`src/rtl/mac_pkg.sv`:
```
// Shared MAC definitions: bf16 result type, FP8 format constants and the
// lane-insert helper used by the result packer.
package mac_pkg;
  localparam int BF16_W = 16;
  typedef logic [BF16_W-1:0] bf16_t;

  localparam int FP8_W         = 8;
  localparam int FP8_E4M3_BIAS = 7;
  localparam int FP8_E5M2_BIAS = 15;

  // Widest packed word the helper handles; callers zero-extend and truncate.
  localparam int PACK_MAX_LANES = 32;
  localparam int PACK_MAX_W     = PACK_MAX_LANES * BF16_W;
  typedef logic [PACK_MAX_W-1:0] pack_word_t;

  function automatic pack_word_t pack_lane(pack_word_t word, int unsigned idx, bf16_t val);
    pack_word_t w;
    w = word;
    w[idx*BF16_W +: BF16_W] = val;
    return w;
  endfunction
endpackage

```
`src/rtl/mac_result_fifo.sv`:
```
// Synchronous first-word-fall-through FIFO; head is visible as soon as the
// pointers show it non-empty. Pointers carry one extra wrap bit.
module mac_result_fifo #(
  parameter int FW    = 137,
  parameter int DEPTH = 4,
  parameter int AW    = $clog2(DEPTH)
) (
  input  logic          clk,
  input  logic          rst_n,
  input  logic          wr_en_i,
  input  logic [FW-1:0] wdata_i,
  input  logic          rd_en_i,
  output logic [FW-1:0] rdata_o,
  output logic          full_o,
  output logic          empty_o,
  output logic [AW:0]   level_o
);
  logic [FW-1:0] mem_q [DEPTH];
  logic [AW:0]   wr_q, rd_q;
  logic          do_wr, do_rd;

  assign empty_o = (wr_q == rd_q);
  assign full_o  = (wr_q[AW] != rd_q[AW]) && (wr_q[AW-1:0] == rd_q[AW-1:0]);
  assign level_o = wr_q - rd_q;
  assign do_rd   = rd_en_i & ~empty_o;
  // A pop on the same edge frees the slot the push lands in.
  assign do_wr   = wr_en_i & (~full_o | do_rd);
  assign rdata_o = empty_o ? '0 : mem_q[rd_q[AW-1:0]];

  always_ff @(posedge clk) begin
    if (do_wr) mem_q[wr_q[AW-1:0]] <= wdata_i;
  end

  always_ff @(posedge clk) begin
    if (!rst_n) begin
      wr_q <= '0;
      rd_q <= '0;
    end else begin
      if (do_wr) wr_q <= wr_q + (AW+1)'(1);
      if (do_rd) rd_q <= rd_q + (AW+1)'(1);
    end
  end
endmodule

```
`src/rtl/mac_result_packer.sv`:
```
// Packs LANES bf16 MAC results into one wide word, buffers words in a small
// FWFT FIFO and presents them on valid/ready; sticky overflow flags drops.
module mac_result_packer
  import mac_pkg::*;
#(
  parameter int LANES = 8,
  parameter int DEPTH = 4,
  parameter int DW    = BF16_W
) (
  input  logic                     clk,
  input  logic                     rst_n,
  input  logic [DW-1:0]            din,
  input  logic                     din_valid,
  input  logic                     flush,
  output logic [LANES*DW-1:0]      dout,
  output logic [LANES-1:0]         dout_keep,
  output logic                     dout_last,
  output logic                     dout_valid,
  input  logic                     dout_ready,
  output logic [$clog2(DEPTH):0]   level,
  output logic                     overflow
);
  localparam int LW = $clog2(LANES);
  localparam int AW = $clog2(DEPTH);
  localparam int W  = LANES * DW;
  localparam int FW = W + LANES + 1;

  logic [LW-1:0]    lane_q;
  logic [W-1:0]     pack_q, pack_d;
  logic [LANES-1:0] keep_q, keep_d;
  logic             overflow_q;
  pack_word_t       ext;
  logic             close_full, close_flush, push, pop;
  logic             fifo_full, fifo_empty;
  logic [FW-1:0]    fifo_rdata;

  // Next pack contents including any same-cycle din.
  always_comb begin
    ext = '0;
    ext[W-1:0] = pack_q;
    if (din_valid) ext = pack_lane(ext, 32'(lane_q), bf16_t'(din));
    pack_d = ext[W-1:0];
    keep_d = keep_q;
    if (din_valid) keep_d[lane_q] = 1'b1;
  end

  generate
    if (W < PACK_MAX_W) begin : g_ext_hi
      logic unused_ext_hi;
      assign unused_ext_hi = ^ext[PACK_MAX_W-1:W];
    end
  endgenerate

  assign close_full  = din_valid && (lane_q == LW'(LANES-1));
  assign close_flush = flush && (|keep_d);
  assign push        = close_full | close_flush;
  assign pop         = dout_valid & dout_ready;

  always_ff @(posedge clk) begin
    if (!rst_n) begin
      lane_q     <= '0;
      pack_q     <= '0;
      keep_q     <= '0;
      overflow_q <= 1'b0;
    end else begin
      if (push) begin
        lane_q <= '0;
        pack_q <= '0;
        keep_q <= '0;
      end else if (din_valid) begin
        lane_q <= lane_q + LW'(1);
        pack_q <= pack_d;
        keep_q <= keep_d;
      end
      if (push && fifo_full && !pop) overflow_q <= 1'b1;
    end
  end

  mac_result_fifo #(.FW(FW), .DEPTH(DEPTH), .AW(AW)) u_fifo (
    .clk     (clk),
    .rst_n   (rst_n),
    .wr_en_i (push),
    .wdata_i ({close_flush, keep_d, pack_d}),
    .rd_en_i (dout_ready),
    .rdata_o (fifo_rdata),
    .full_o  (fifo_full),
    .empty_o (fifo_empty),
    .level_o (level)
  );

  assign {dout_last, dout_keep, dout} = fifo_rdata;
  assign dout_valid = ~fifo_empty;
  assign overflow   = overflow_q;
endmodule

```
`config.mk`:
```
export PLATFORM = sky130hd
export DESIGN_NAME = mac_result_packer
export DESIGN_NICKNAME = d
export VERILOG_FILES = /design/src/rtl/mac_pkg.sv /design/src/rtl/mac_result_fifo.sv /design/src/rtl/mac_result_packer.sv
export SDC_FILE = /design/constraint.sdc
export NUM_CORES = 1
export LEC_CHECK = 0
export ABC_AREA = 1
export CORE_MARGIN = 8
export CORE_UTILIZATION = 60
export CTS_CLUSTER_DIAMETER = 100
export CTS_CLUSTER_SIZE = 28
export DETAILED_ROUTE_END_ITERATION = 7
export GPL_TIMING_DRIVEN = 0
export PLACE_DENSITY = 0.9
export RECOVER_POWER = 50
export REMOVE_ABC_BUFFERS = 1
export SLEW_MARGIN = 10
export SYNTH_ARGS = -nofsm -noshare
export SYNTH_HDL_FRONTEND = slang
export SYNTH_HIERARCHICAL = 1
export SYNTH_SLANG_ARGS = --single-unit
```
`constraint.sdc`:
```
create_clock -name clk -period 12.07 [get_ports clk]
set_clock_uncertainty 0.15 [all_clocks]
set_input_delay 3.0175 -clock clk [delete_from_list [all_inputs] [get_ports clk]]
set_output_delay 3.0175 -clock clk [all_outputs]
set_load 0.02 [all_outputs]
```
; Word level (Yosys, flattened, before mapping)
; Memory sizes are Yosys's and may differ from the RTL's. A register that Yosys moved wholly into a read port is not among the register bits.
; Index checks and enable logic that the tools add are counted.
; W data, S select, Z words.
[totals]
memories = 1
input_bits = 21
mem_bits_rw = 548
output_inout_bits = 142
elab_cells = 47
register_bits = 146
[classes]
shift = 2
bitwise = 8
addsub = 5
reduce_logical = 9
mux = 10
magnitude_cmp = 2
n_eq_ne = 4
[mem_list]
columns = memory, words, word_bits, rd, rd_ports_with_merged_regs, wr, line
row1 = u_fifo.mem_q, 4, 137, 1, 1, 1, mac_result_fifo.sv:18  ; logic [FW-1:0] mem_q [DEPTH];
[ops]
columns = operator, n
row1 = $bwmux W512, 1
row2 = $shift A16 B34 Y512 const A, 1
row3 = $shiftx A16 B34 Y512, 1
row4 = $mux W137, 1
row5 = $mux W128, 1
row6 = $neg A7 Y34, 1
row7 = $add A3 B1 Y3 const B, 3
row8 = $mux W8, 1
row9 = $or A8 B8 Y8, 1
row10 = $reduce_or A8 Y1, 1
row11 = $logic_and A1 B1 Y1, 6
row12 = $lt A3 B4 Y1 const B, 1
row13 = $mux W2, 2
row14 = $demux W1 S3, 1
row15 = $eq A3 B3 Y1, 1
row16 = $eq A3 B3 Y1 const B, 1
row17 = $ge A3 B1 Y1 const B, 1
row18 = $mux W1, 3
row19 = $not A1 Y1, 3
row20 = $sub A3 B3 Y3, 1
row21 = $and A1 B1 Y1, 2
row22 = $eq A2 B2 Y1, 1
row23 = $or A1 B1 Y1, 2
row24 = $reduce_or A2 Y1, 1
row25 = other kinds (2), 2

; Depth between registers and ports, before layout
[depth]
word_depth = 12
ltp_mapped = 14
ltp_nobuf = 14

; By module
; Netlist, hierarchy kept.
[by_module_without_submodules]
columns = mod, n_inst, area_each_um2, cells_each
row1 = mac_result_fifo, 1, 22077.4, 1687
row2 = mac_result_packer, 1, 6398.6, 978

; Least setup slack after synthesis
; OpenSTA, ideal clock, no wires.
[synth_timing]
path_type = input to register
start = in din_valid
end = mem u_fifo.mem_q[0][0], enable pin
path_stages = 11
arrival_time_ns = 9.619
setup_time_ns = 0.635
slack_ns = 1.666
cell_sequence = buf_2 -> inv_2 -> nor2_1 -> a21oi_1 -> nand2_1 -> nor2_1 -> nand2_1 -> nand2_2 -> nand2_1 -> nand2_1 -> nor2_1
[synth_between]
elab_chain_cells = 7
word_cells_on_any_way = 8
[synth_lines]
columns = item, line
row1 = from (decl), mac_result_packer.sv:13  ; input logic din_valid,
row2 = $mux W8, mac_result_packer.sv:44  ; if (din_valid) keep_d[lane_q] = 1'b1;
row3 = $reduce_or A8 Y1, mac_result_packer.sv:55  ; assign close_flush = flush && (|keep_d);
row4 = $logic_and A1 B1 Y1, mac_result_packer.sv:55
row5 = $or A1 B1 Y1 *, mac_result_packer.sv:56  ; assign push = close_full | close_flush;
row6 = via push, mac_result_packer.sv:33  ; logic close_full, close_flush, push, pop;
row7 = $and A1 B1 Y1 *, mac_result_fifo.sv:27  ; assign do_wr = wr_en_i & (~full_o | do_rd);
row8 = $mux W1 *, mac_result_fifo.sv:31  ; if (do_wr) mem_q[wr_q[AW-1:0]] <= wdata_i;
row9 = $mux W1 (implied by the code) *, mac_result_fifo.sv:31
row10 = to (decl), mac_result_fifo.sv:18
; Mark *: on every way through the listed nets, which the timed path passes. The rest lies on a longest branch.

; Worst setup path in the final report
[layout_timing]
start = in din_valid
end = reg lane_q[1]
[layout_between]
elab_chain_cells = 5
word_cells_on_any_way = 6
[layout_lines]
columns = item, line
row1 = $mux W8, mac_result_packer.sv:44
row2 = $reduce_or A8 Y1, mac_result_packer.sv:55
row3 = $logic_and A1 B1 Y1, mac_result_packer.sv:55
row4 = $or A1 B1 Y1, mac_result_packer.sv:56
row5 = $reduce_or A2 Y1 (no source line), n/a
row6 = to (signal assigned), mac_result_packer.sv:71  ; lane_q <= lane_q + LW'(1);
row7 = to (decl), mac_result_packer.sv:28  ; logic [LW-1:0] lane_q;
; Several ways; a longest one is shown, not always the timed one.
; A chain may end at the register's enable or synchronous reset.

==> impl_results.md <==
- Run status: finished with violations
- Violations in the final reports: capacitance limit, slew limit
- Met2 track demand over resource in global routing: 0.432
- Clock root buffer: clkbuf_16
- # placed instances: 3319
- Global-route met1 utilization: 0.292
- Inserted Clock Buffers: 28
- Maxcap violations: 5
- Count of port buffers added during placement: 162
- Initial antenna violation count: 0
- Type of the tightest min-delay check: reg -> reg
- Multiplexer share of the synthesized area: 0
- Worst stage delay on the critical path: roughly 2300 ps
- Wire length per cell after detailed routing: between 20 and 25 um
- Number of failing setup endpoints in the final timing report: 0
- Synth Area in Simple Gates: 0.134
- Layout cells sized above 1: 0.0468
- Most common cell in the synthesized netlist: nor2_1
- Kind of start point of the critical path: input port
- Cell Count, Final, Fillers Out: approximately 3400
- Number of storage elements in the synthesis netlist: 696
- Final total power: 5.22 mW
- Category of the critical setup timing path: in -> reg
- Most instantiated cells after synthesis: 731 x nor2_1, 548 x edfxtp_1, 377 x o21ai_0, 274 x inv_1, 148 x dfxtp_1
- Die W: ~230 um
- Vias after detailed routing: 19500
- Portion of the post-synthesis area used by sequential elements: 0.682
- Antenna Cells: 0
- Layout net count: 2771
- Final WL: around 67000 um
- Max-slew violations: 163
- I/O Pins: between 150 and 200
- Largest net degree at the start of global routing: 151
- Post-synth top area cell: edfxtp_1
- Adder-cell area share of the yosys netlist: 0.00729
- Number of global-route vias before repair: 19700
- Gr busiest metal: met2
- Count of mapped cells out of synthesis: 2665
- 1st-pass router iterations: 6
- Top cell type's share of synthesized area: 0.578
- Data required time of the critical path: 12260 ps
- Buffer count from post-CTS setup fixing: 0
- Starting density of the core: 0.603
- Grt ovf: 0
- Number of nets still failing antenna checks after routing: 0
- Core region area: 0.0472 mm^2
- Wire length of the first global-routing pass: 103000 um
- Total number of H-tree levels: 1
- Largest fanout on the critical path: 59
- Count of flip-flops with a built-in enable after synthesis: about 550
- Post-synthesis compound-gate area fraction: 0.103
- Post-CTS Hold Fix Bufs: 0
- Die height: around 230 um
- Main combinational cell family by area after synthesis: simple AND/OR/NAND/NOR gates
- Maximum number of buffers from clock root to sink: 3
- Netlist area before placement: 0.0285 mm^2
- Gpl congestion: 0.784
- Clock Latency Late Sink: about 610 ps
- Min cycle time layout: just under 8000 ps
- Ys flop type: edfxtp_1
- Period utilization: 0.636
- Distinct cell type count after synthesis: 34
- Die outline area: 0.0547 mm^2
- Detailed Route Iter0 Violations: 1964
- Headroom to the max-slew limit: -1.13
- Post-detailed-route DRC marker count: 0
- Slowest cell on the critical path: clkbuf_1
- Vias per std cell: 5.78
- Share of synthesized registers carrying an async set or reset: 0
- Leakage power of the design: 12.3 nW
- Resize count post-CTS: 0
- Row count: 80
- Series of cell instances along the critical path: dlygate4sd3_1 > nand2_1 > nor2_1 > nor2_1 > nand2_1 > nor2_1 > nand2_1 > nand2_1 > nand3_1 > clkbuf_1 > nor2_1
- Clock tree from TritonCTS: yes
- Hold Fails Final Rpt: 0
- CTS clk-pin slew, worst paths: 110 ps
- Core utilization of the finished layout: 0.663
- Element type at the critical path end: flop
- VDD IR max: ~0.00014 V
- Post-Route Hold Slack: 319 ps
- Syn. warnings: 6
- TritonCTS sink count: roughly 700
- Data arrival at the endpoint of the critical path: 7870 ps
- P&R area growth vs syn: 10.0%
- Xor and xnor area share after synthesis: 0.000615
- Avg Cell Area, Syn: 10.7 um^2
- Worst-Margin Slew: 3200 ps
- DP HPWL: 41400 um
- Cell types with the largest area share after synthesis: edfxtp_1 58%, dfxtp_1 10%, nor2_1 9.6%
- Power density of the placed cells: 167 mW/mm^2
- FF-to-FF setup slack: around 6500 ps
- Tot GR Track Use: 0.241
- Fmax achieved: 130 MHz
- Unrepaired setup endpoints after global routing: false
- GR met3 Demand/Resource: 0.0296
-- registers in the layout, indices dropped and copies added (netlist names), named ones only --
register      count
lane_q            3
overflow          1
u_fifo/mem_q    548
u_fifo/wr_q       3
keep_q            8
u_fifo/rd_q       3
pack_q          128
-- worst max-delay path: cells and delay by family --
family,cells,cell delay (ps)
buffers and inverters,2,3030
AND/OR/NAND/NOR,9,1790
-- layer usage --
layer | part of all wire | up-vias
met2 | 0.51 | 912
met3 | 0.076 | 175
li1 | - | 8930
met5 | 0 | -
met1 | 0.38 | 9463
met4 | 0.040 | 0
-- cell usage in the layout (no fill, tap or decap), types with 15 or more instances in the layout --
cell type / count
a21oi_1: 110
clkbuf_16: 29
ha_1: 15
dfxtp_1: 146
o21ai_0: 379
inv_1: 274
nand2_1: 128
a21oi_2: 40
clkdlybuf4s50_1: 158
clkbuf_1: 27
edfxtp_1: 548
nand3_1: 16
nor3_1: 43
nor2_1: 732
o21ai_1: 23
-- layout make-up --
cell class | instances | area, um^2
sequential | 696 | 19400
fill | 3354 | 15900
multi-input combinational | 1529 | 6940
timing repair buffer | 194 | 2260
inverter | 285 | 1100
clock buffer | 51 | 808
tap | 615 | 769
clock inverter | 1 | 30.0
-- worst paths after layout --
kind | from | end | cells past startpoint
worst max register to register | lane_q[0] | lane_q[1] | 11
worst max-delay path | din_valid | lane_q[1] | 11
worst min register to register | overflow | overflow | 2
worst min-delay path | overflow | overflow | 2
-- report_power, final --
group	total (mW)	internal (mW)	switching [mW]	leakage, nW
sequential	2.72	2.68	0.0421	6.36
clock	1.16	0.480	0.679	0.397
combinational	1.34	0.474	0.864	5.57
-- cells by family (layout without fill, tap and decap cells) --
kind of cell / after synthesis / in the layout
AOI/OAI and AO/OA: 553 / 553
xor gates and xnor gates: 2 / 2
adders and majority gates: 16 / 16
buffers and inverters: 440 / 531
DFF: 696 / 696
and+or+nand+nor: 958 / 958
-- through the flow --
step / setup TNS, ps / setup WS, ps / cell area [um^2]
5_1_grt: 0 / 4100 / 31300
2_1_floorplan: -35240 / -298 / 27400
4_1_cts: 0 / 5130 / 31500
6_report: 0 / 4390 / 31300
3_3_place_gp: -2702350 / -8640 / 29800
3_5_place_dp: 0 / 5580 / 30600
(Power assumes the default switching activity.)
